$ cat config.mk
export PLATFORM = sky130hd
export DESIGN_NAME = weight_word_gen
export DESIGN_NICKNAME = d
export VERILOG_FILES = /design/src/rtl/weight_word_gen.sv
export SDC_FILE = /design/constraint.sdc
export NUM_CORES = 1
export LEC_CHECK = 0
export CAP_MARGIN = 20
export CELL_PAD_IN_SITES_DETAIL_PLACEMENT = 0
export CELL_PAD_IN_SITES_GLOBAL_PLACEMENT = 1
export CORE_ASPECT_RATIO = 1.75
export CORE_MARGIN = 5
export CORE_UTILIZATION = 48
export CTS_CLUSTER_DIAMETER = 200
export CTS_CLUSTER_SIZE = 16
export DETAILED_ROUTE_END_ITERATION = 10
export HOLD_SLACK_MARGIN = 0.02
export PLACE_DENSITY_LB_ADDON = 0.1
export SYNTH_ARGS = -nofsm -noshare
export SYNTH_HDL_FRONTEND = slang
export SYNTH_SLANG_ARGS = --single-unit
$ cat constraint.sdc
create_clock -name clk -period 5.2 [get_ports clk]
set_clock_uncertainty 0.05 [all_clocks]
set_input_delay 1.04 -clock clk [delete_from_list [all_inputs] [get_ports clk]]
set_output_delay 1.04 -clock clk [all_outputs]
set_load 0.05 [all_outputs]
$ cat src/rtl/weight_word_gen.sv
// Enumerates every 32-bit word of Hamming weight k in increasing numeric order,
// one word per valid/ready handshake, using Gosper's next-combination step.
module weight_word_gen (
  input  logic        clk,
  input  logic        rst_n,
  input  logic        start,
  input  logic [5:0]  k,
  output logic [31:0] word,
  output logic        out_valid,
  input  logic        out_ready,
  output logic        last,
  output logic [29:0] cnt,
  output logic        busy,
  output logic        done,
  output logic        err,
  output logic [1:0]  dbg_state
);

  typedef enum logic [1:0] {
    IDLE = 2'd0,
    RUN  = 2'd1,
    FIN  = 2'd2
  } state_t;

  state_t      state, state_nxt;
  logic [31:0] last_word;
  logic [31:0] first_w;
  logic [31:0] low_w;
  logic [31:0] lowbit;
  logic [31:0] ripple;
  logic [31:0] nxt_word;
  logic [4:0]  tz;
  logic        start_ok;
  logic        start_bad;
  logic        hs;

  // Handshake: word transfers on any rising edge where out_valid and out_ready
  // are both high; out_valid is a pure function of state, never of out_ready.
  assign out_valid = (state == RUN);
  assign busy      = (state == RUN);
  assign done      = (state == FIN);
  assign last      = (state == RUN) && (word == last_word);
  assign dbg_state = state;
  assign hs        = out_valid & out_ready;

  assign start_ok  = start && (k <= 6'd32);
  assign start_bad = start && (k >  6'd32);

  // First word is k ones at the LSB end; the final word is k ones at the MSB end.
  assign first_w = (k == 6'd32) ? 32'hFFFF_FFFF : ((32'd1 << k) - 32'd1);
  assign low_w   = (k == 6'd0)  ? 32'hFFFF_FFFF : ((32'd1 << (6'd32 - k)) - 32'd1);

  always_comb begin
    tz = 5'd0;
    for (int i = 31; i >= 0; i--) begin
      if (word[i]) tz = 5'(i);
    end
  end

  assign lowbit   = word & (~word + 32'd1);
  assign ripple   = word + lowbit;
  assign nxt_word = ripple | (((ripple ^ word) >> 2) >> tz);

  always_comb begin
    state_nxt = state;
    case (state)
      IDLE:    if (start_ok) state_nxt = RUN;
      RUN:     if (hs && last) state_nxt = FIN;
      FIN:     state_nxt = IDLE;
      default: state_nxt = IDLE;
    endcase
  end

  always_ff @(posedge clk or negedge rst_n) begin
    if (!rst_n) begin
      state     <= IDLE;
      word      <= 32'd0;
      last_word <= 32'd0;
      cnt       <= 30'd0;
      err       <= 1'b0;
    end else begin
      state <= state_nxt;
      err   <= 1'b0;
      case (state)
        IDLE: begin
          if (start_ok) begin
            word      <= first_w;
            last_word <= ~low_w;
            cnt       <= 30'd0;
          end
          if (start_bad) err <= 1'b1;
        end
        RUN: begin
          if (hs) begin
            cnt <= cnt + 30'd1;
            if (!last) word <= nxt_word;
          end
        end
        default: ;
      endcase
    end
  end

endmodule
==> out/results.txt, run 1 <==
Status - finished clean
Post-Synthesis Net Count - 1,462
Count of flip-flops with a built-in enable after synthesis - 0
Clk root buf - clkbuf_16
Final hold vios - 0
Total of hold buffers inserted after clock tree synthesis - 0
Post CTS Setup Buffer Count - 0
Chain of cells forming the critical path - xor2_1, nor4_1, nand4_1, nor4_1, clkdlybuf4s50_1
Worst path setup slack after routing - 0.0547 ns
Data arrival time of the worst path - 4.06 ns
Setup TNS Final - 0 ns
TritonCTS sink count - 97
Total global routing track utilization - 36.4%
Maximum cell stage delay along the critical path - 0.96 ns
First-pass DRT Iterations - 8
Maximum buffer depth of the clock tree - 2
Final instance count without filler cells - 1,763
Via count normalized by instance count - 6.93
Leading cell types in the layout, fill and taps excluded - nand2_1, nor2_1, o21ai_0
Residual DRC count - 0
Worst Setup Slack post-DPL - 0.407 ns
Number of gates resized after CTS - 0
Number of cells in the design after placement - 1,747
Number of warning messages in the yosys log - 0
Site Rows - 70
Share of the cycle needed by the critical path after routing - 98.9%
Required @ worst endpoint - 4.11 ns
Initial detailed-routing violation count - 1,353
Library cells used by synthesis - 97
Final Max Tran Viols - 0
Worst slew margin relative to its limit - 22.2%
TritonCTS clock tree - built
Diode insertion count for antenna repair - 0
Path class of the lowest-slack min-delay path - reg2reg
Category of the most critical setup path - reg2out
Most common flop cell mapped by yosys - dfrtp_1
Fraction of registers with async set or reset after synthesis - 100%
Number of buffers created by CTS - 9
Avg Synthesized Cell Area - 7.08 sq um
Commonest non-fill, non-tap cell in the layout - nand2_1
Initial antenna violation count - 0
RSZ-0062 raised after global routing - no
Worst Setup Start Kind - flip-flop
Final count of negative-setup-slack endpoints - 0
Maximum fanout along the worst path - 16
HPWL after detailed placement - 35.5 mm
Slew @ Worst Pin - 1.17 ns
Cell type with the largest total area after synthesis - dfrtp_1
Area grow syn2layout - 15.6%
Wire length of the first global-routing pass - 69.1 mm
Top post-synthesis cells by area - dfrtp_1, nand2_1, o21ai_0
NumNets Final - 1,521
Endpoint class of the critical path - primary output
Combined area of all synthesized cells - 10,200 sq um
Vertical die dimension - 203 microns
Number of levels in the clock H-tree - 3
Leakage - 4.64 nW
Port bufs - 78
Cell count after synthesis - 1,447
Fraction of the yosys area taken by sequential cells - 23.7%
Die outline width - 120 microns
Largest net degree at the start of global routing - 66
Global placement routability congestion - 1.02
Area enclosed by the die boundary - 24,500 sq um
Cell mode on critical path - nor4_1
Min cycle time layout - 5.15 ns
Post-route antenna net violation count - 0
Post-synth top area share - 23.7%
Vias after detailed routing - 12,200
Initial cell density of the core - 48.9%
Final total power - 0.00559 W
Core area - 20,900 sq um
Total wirelength of the detailed-routed design - 45.6 mm
Worst-skew pair later-pin latency - 0.36 ns
Max Cap Viol - 0
Detailed-route wire length per cell - 25.9 microns
Via count of the first global-routing pass - 11,700
Layout cells sized above 1 - 9.60%
Peak ir drop on the vdd network - 0.229 mV
Ports - 79
Grt total ovfl - 0
Critical-path top delay cell - nor4_1
Max frequency - 194 MHz
Layout fillers - 2,083
Flip-flop and latch count after synthesis - 97
Clock slew at the register clock pins of the worst setup and hold paths - 0.07 ns
Cell Pwr Density - 472 nW/um^2
-- through the flow --
stage          hold WS [ns]  area (sq um)  utilization [%]
2_1_floorplan         0.410         10200                -
3_3_place_gp          0.430         11500             55.0
3_5_place_dp          0.436         11500             55.0
4_1_cts               0.453         11800             56.6
5_1_grt               0.464         11800             56.6
6_report              0.451         11800             56.6
-- critical path: cells and delay by family, from the launching register on --
family,cells,cell delay [ns]
and+or+nand+nor,3,1.84
buffers and inverters,1,0.94
DFF,1,0.77
xor gates and xnor gates,1,0.15
-- sequential cells by signal, summed over array words and instances (netlist names) --
signal     flops
dbg_state      2
word          32
last_word     32
err            1
cnt           30
-- final timing paths --
check,start,end,slack (ns),cells after the start
worst min-delay path,last_word[31],last_word[31],0.45,2
worst max-delay path,word[17],last,0.05,5
min in group asynchronous,rst_n,word[31],0.73,1
max in group asynchronous,rst_n,cnt[29],3.32,2
worst max register to register,word[21],word[7],0.75,12
worst min register to register,last_word[31],last_word[31],0.45,2
-- cells in the mapped netlist (all sizes together), types with 23 or more instances --
cell / number
clkbuf: 90
o211ai: 26
a21oi: 105
a31oi: 25
nand3: 63
nand4: 30
xor2: 38
inv: 23
nor3: 44
nand2: 192
nand2b: 23
dfrtp: 97
xnor2: 48
nor2: 151
o21ai: 127
-- cell families (layout without fill, tap and decap cells) --
family                     after synthesis  count (layout)  synth area share (%)
and+or+nand+nor                        623             623                  29.2
AOI/OAI and AO/OA                      470             470                  31.1
buffers and inverters                  139             203                  5.40
DFF                                     97              97                  23.7
xor gates and xnor gates                86              86                  7.36
muxes                                   25              25                  2.52
adders and majority gates                7               7                 0.806
-- metal layers --
metal | wire length, microns | GRT usage (%) | up-vias
met5 | 0 | 0 | -
met4 | 4150 | 27.5 | 0
met3 | 3230 | 5.11 | 242
met2 | 22400 | 63.1 | 703
met1 | 15800 | 39.7 | 5792
li1 | - | - | 5473
-- where the power goes --
group,internal (W),switching [W],leakage (nW),total [W]
clock,0.000388,0.000341,0.157,0.000729
sequential,0.000860,0.000391,1.23,0.00125
combinational,0.00123,0.00239,3.25,0.00361
-- layout make-up --
| class | instances | area [sq um] | area share, % |
|---|---|---|---|
| Sequential cell | 97 | 2430 | 20.5 |
| Multi-Input combinational cell | 1211 | 7280 | 61.5 |
| Tap cell | 252 | 315 | 2.66 |
| Timing Repair Buffer | 160 | 1390 | 11.8 |
| Clock inverter | 7 | 97.6 | 0.824 |
| Inverter | 27 | 101 | 0.856 |
| Clock buffer | 9 | 225 | 1.90 |
(Power assumes the default switching activity.)
==> run 2, diff against run 1 <==
--- a/config.mk
+++ b/config.mk
@@ -10,10 +10,11 @@
 export CELL_PAD_IN_SITES_GLOBAL_PLACEMENT = 1
 export CORE_ASPECT_RATIO = 1.75
 export CORE_MARGIN = 5
-export CORE_UTILIZATION = 48
+export CORE_UTILIZATION = 52
 export CTS_CLUSTER_DIAMETER = 200
 export CTS_CLUSTER_SIZE = 16
 export DETAILED_ROUTE_END_ITERATION = 10
+export DONT_BUFFER_PORTS = 1
 export HOLD_SLACK_MARGIN = 0.02
 export PLACE_DENSITY_LB_ADDON = 0.1
 export SYNTH_ARGS = -nofsm -noshare
==> out/results.txt, run 2 (synthesized netlist as in run 1, its figures left out) <==
Initial detailed-routing violation count - 1,358
Chain of cells forming the critical path - nand2b_1, a221o_1, a21oi_1, o221a_2, nor2_1, a311oi_1, mux2i_1, a2111oi_0, a21oi_1
Vertical die dimension - 196 microns
Number of levels in the clock H-tree - 3
Total of hold buffers inserted after clock tree synthesis - 0
Largest regs - last_word (32), word (32), cnt (30)
NumNets Final - 1,441
Grt total ovfl - 0
Ports - 79
Slew @ Worst Pin - 0.978 ns
Number of gates resized after CTS - 0
Final count of negative-setup-slack endpoints - 0
Footprint of the multi-input gates - 7290 sq um
Min cycle time layout - 4.36 ns
Required @ worst endpoint - 5.39 ns
Port bufs - 0
Worst Setup Start Kind - flip-flop
Max Cap Viol - 0
Global placement routability congestion - 1.02
Clk root buf - clkbuf_16
Largest net degree at the start of global routing - 98
Worst slew margin relative to its limit - 34.0%
Commonest non-fill, non-tap cell in the layout - nand2_1
RSZ-0062 raised after global routing - no
Net Sw Frac - 57.1%
Number of cell instances on the worst register-to-register path - 9
Leakage - 4.33 nW
Wire length of the first global-routing pass - 67.9 mm
Initial cell density of the core - 52.3%
Data arrival time of the worst path - 4.55 ns
Via count normalized by instance count - 7.01
Total global routing track utilization - 39.3%
Final total power - 0.00544 W
Share of the cycle needed by the critical path after routing - 83.9%
Number of buffers created by CTS - 9
Path class of the lowest-slack min-delay path - in2async
Maximum cell stage delay along the critical path - 0.87 ns
Clock share of power - 13.1%
Max frequency - 229 MHz
Switching power - 0.00310 W
Via count of the first global-routing pass - 11,700
Maximum fanout along the worst path - 17
First-pass DRT Iterations - 6
Post CTS Setup Buffer Count - 0
Maximum buffer depth of the clock tree - 2
RR Startpoint - word[31]
Category of the most critical setup path - reg2reg
Area grow syn2layout - 7.93%
Minimum setup slack among reg-to-reg paths - 0.84 ns
HPWL after detailed placement - 35.1 mm
Cell Pwr Density - 492 nW/um^2
Layout cells sized above 1 - 9.99%
Setup TNS Final - 0 ns
Cell mode on critical path - a21oi_1
Worst-skew pair later-pin latency - 0.37 ns
Detailed-route wire length per cell - 26.8 microns
TritonCTS sink count - 97
Site Rows - 68
Peak ir drop on the vdd network - 0.258 mV
Vias after detailed routing - 11,700
Endpoint class of the critical path - flip-flop
Status - finished clean
Residual DRC count - 0
Critical-path top delay cell - dfrtp_1
Layout fillers - 1,966
Capture instance of the worst register-to-register path - word[5]
TritonCTS clock tree - built
Final hold vios - 0
Die outline width - 116 microns
Initial antenna violation count - 0
Sequential standard cell area - 2430 sq um
Area enclosed by the die boundary - 22,700 sq um
Sequential group share of total power - 22.0%
Diode insertion count for antenna repair - 0
Final Max Tran Viols - 0
Total wirelength of the detailed-routed design - 45.0 mm
Post-route antenna net violation count - 0
Total internal power - 0.00233 W
Clock slew at the register clock pins of the worst setup and hold paths - 0.08 ns
Core area - 19,600 sq um
Relative contribution of combinational cells to total power - 64.9%
Leading cell types in the layout, fill and taps excluded - nand2_1, nor2_1, o21ai_0
-- run 2: worst max-delay path, delay by kind of cell, from the launching register on --
kind | cells | cell delay, ns
mux | 1 | 0.29
simple gates | 2 | 0.32
flops | 1 | 0.87
compound gates | 6 | 2.68
-- run 2: through the flow --
stage / hold WS (ns) / area (sq um) / setup slack (ns) / std cells / utilization, %
finish: 0.309 / 11100 / 0.837 / 1676 / 56.5
global route: 0.306 / 11100 / 0.608 / 1676 / 56.5
CTS: 0.306 / 11100 / 0.953 / 1676 / 56.5
detailed placement: 0.428 / 10700 / 0.583 / 1660 / 54.9
global placement: 0.424 / 10700 / 0.663 / 1658 / 54.7
floorplan: 0.410 / 10200 / 0.525 / 1447 / -
-- run 2: power groups by stage --
stage / combinational (W) / clock [W] / sequential [W]
after CTS: 0.00343 / 0.000717 / 0.00118
after global routing: 0.00370 / 0.000738 / 0.00121
final: 0.00353 / 0.000714 / 0.00119
after global placement: 0.00341 / 0 / 0.00119
after floorplan: 0.00216 / 0 / 0.00137
after detailed placement: 0.00341 / 0 / 0.00120
-- run 2: how the worst max path moves through the flow --
stage          startpoint             to  slack (ns)  cells after the start
6_report         word[31]        word[5]        0.84                      9
5_1_grt          word[31]        word[5]        0.61                     11
4_1_cts              k[0]  last_word[22]        0.95                     15
3_5_place_dp         k[0]  last_word[22]        0.58                     15
3_3_place_gp         k[0]        cnt[29]        0.66                     11
2_1_floorplan    word[11]        word[7]        0.52                     13
-- run 2: per-layer routing --
layer	track usage (%)	part of all wire (%)
met2	67.3	49
met1	40.3	33
met4	34.2	11
met5	0	0
met3	6.29	7.2
-- run 2: cell type report --
| type | instances | area share (%) |
|---|---|---|
| Clock buffer | 9 | 2.04 |
| Multi-Input combinational cell | 1211 | 66.0 |
| Clock inverter | 7 | 0.736 |
| Tap cell | 245 | 2.77 |
| Sequential cell | 97 | 22.0 |
| Timing Repair Buffer | 80 | 5.59 |
| Inverter | 27 | 0.917 |
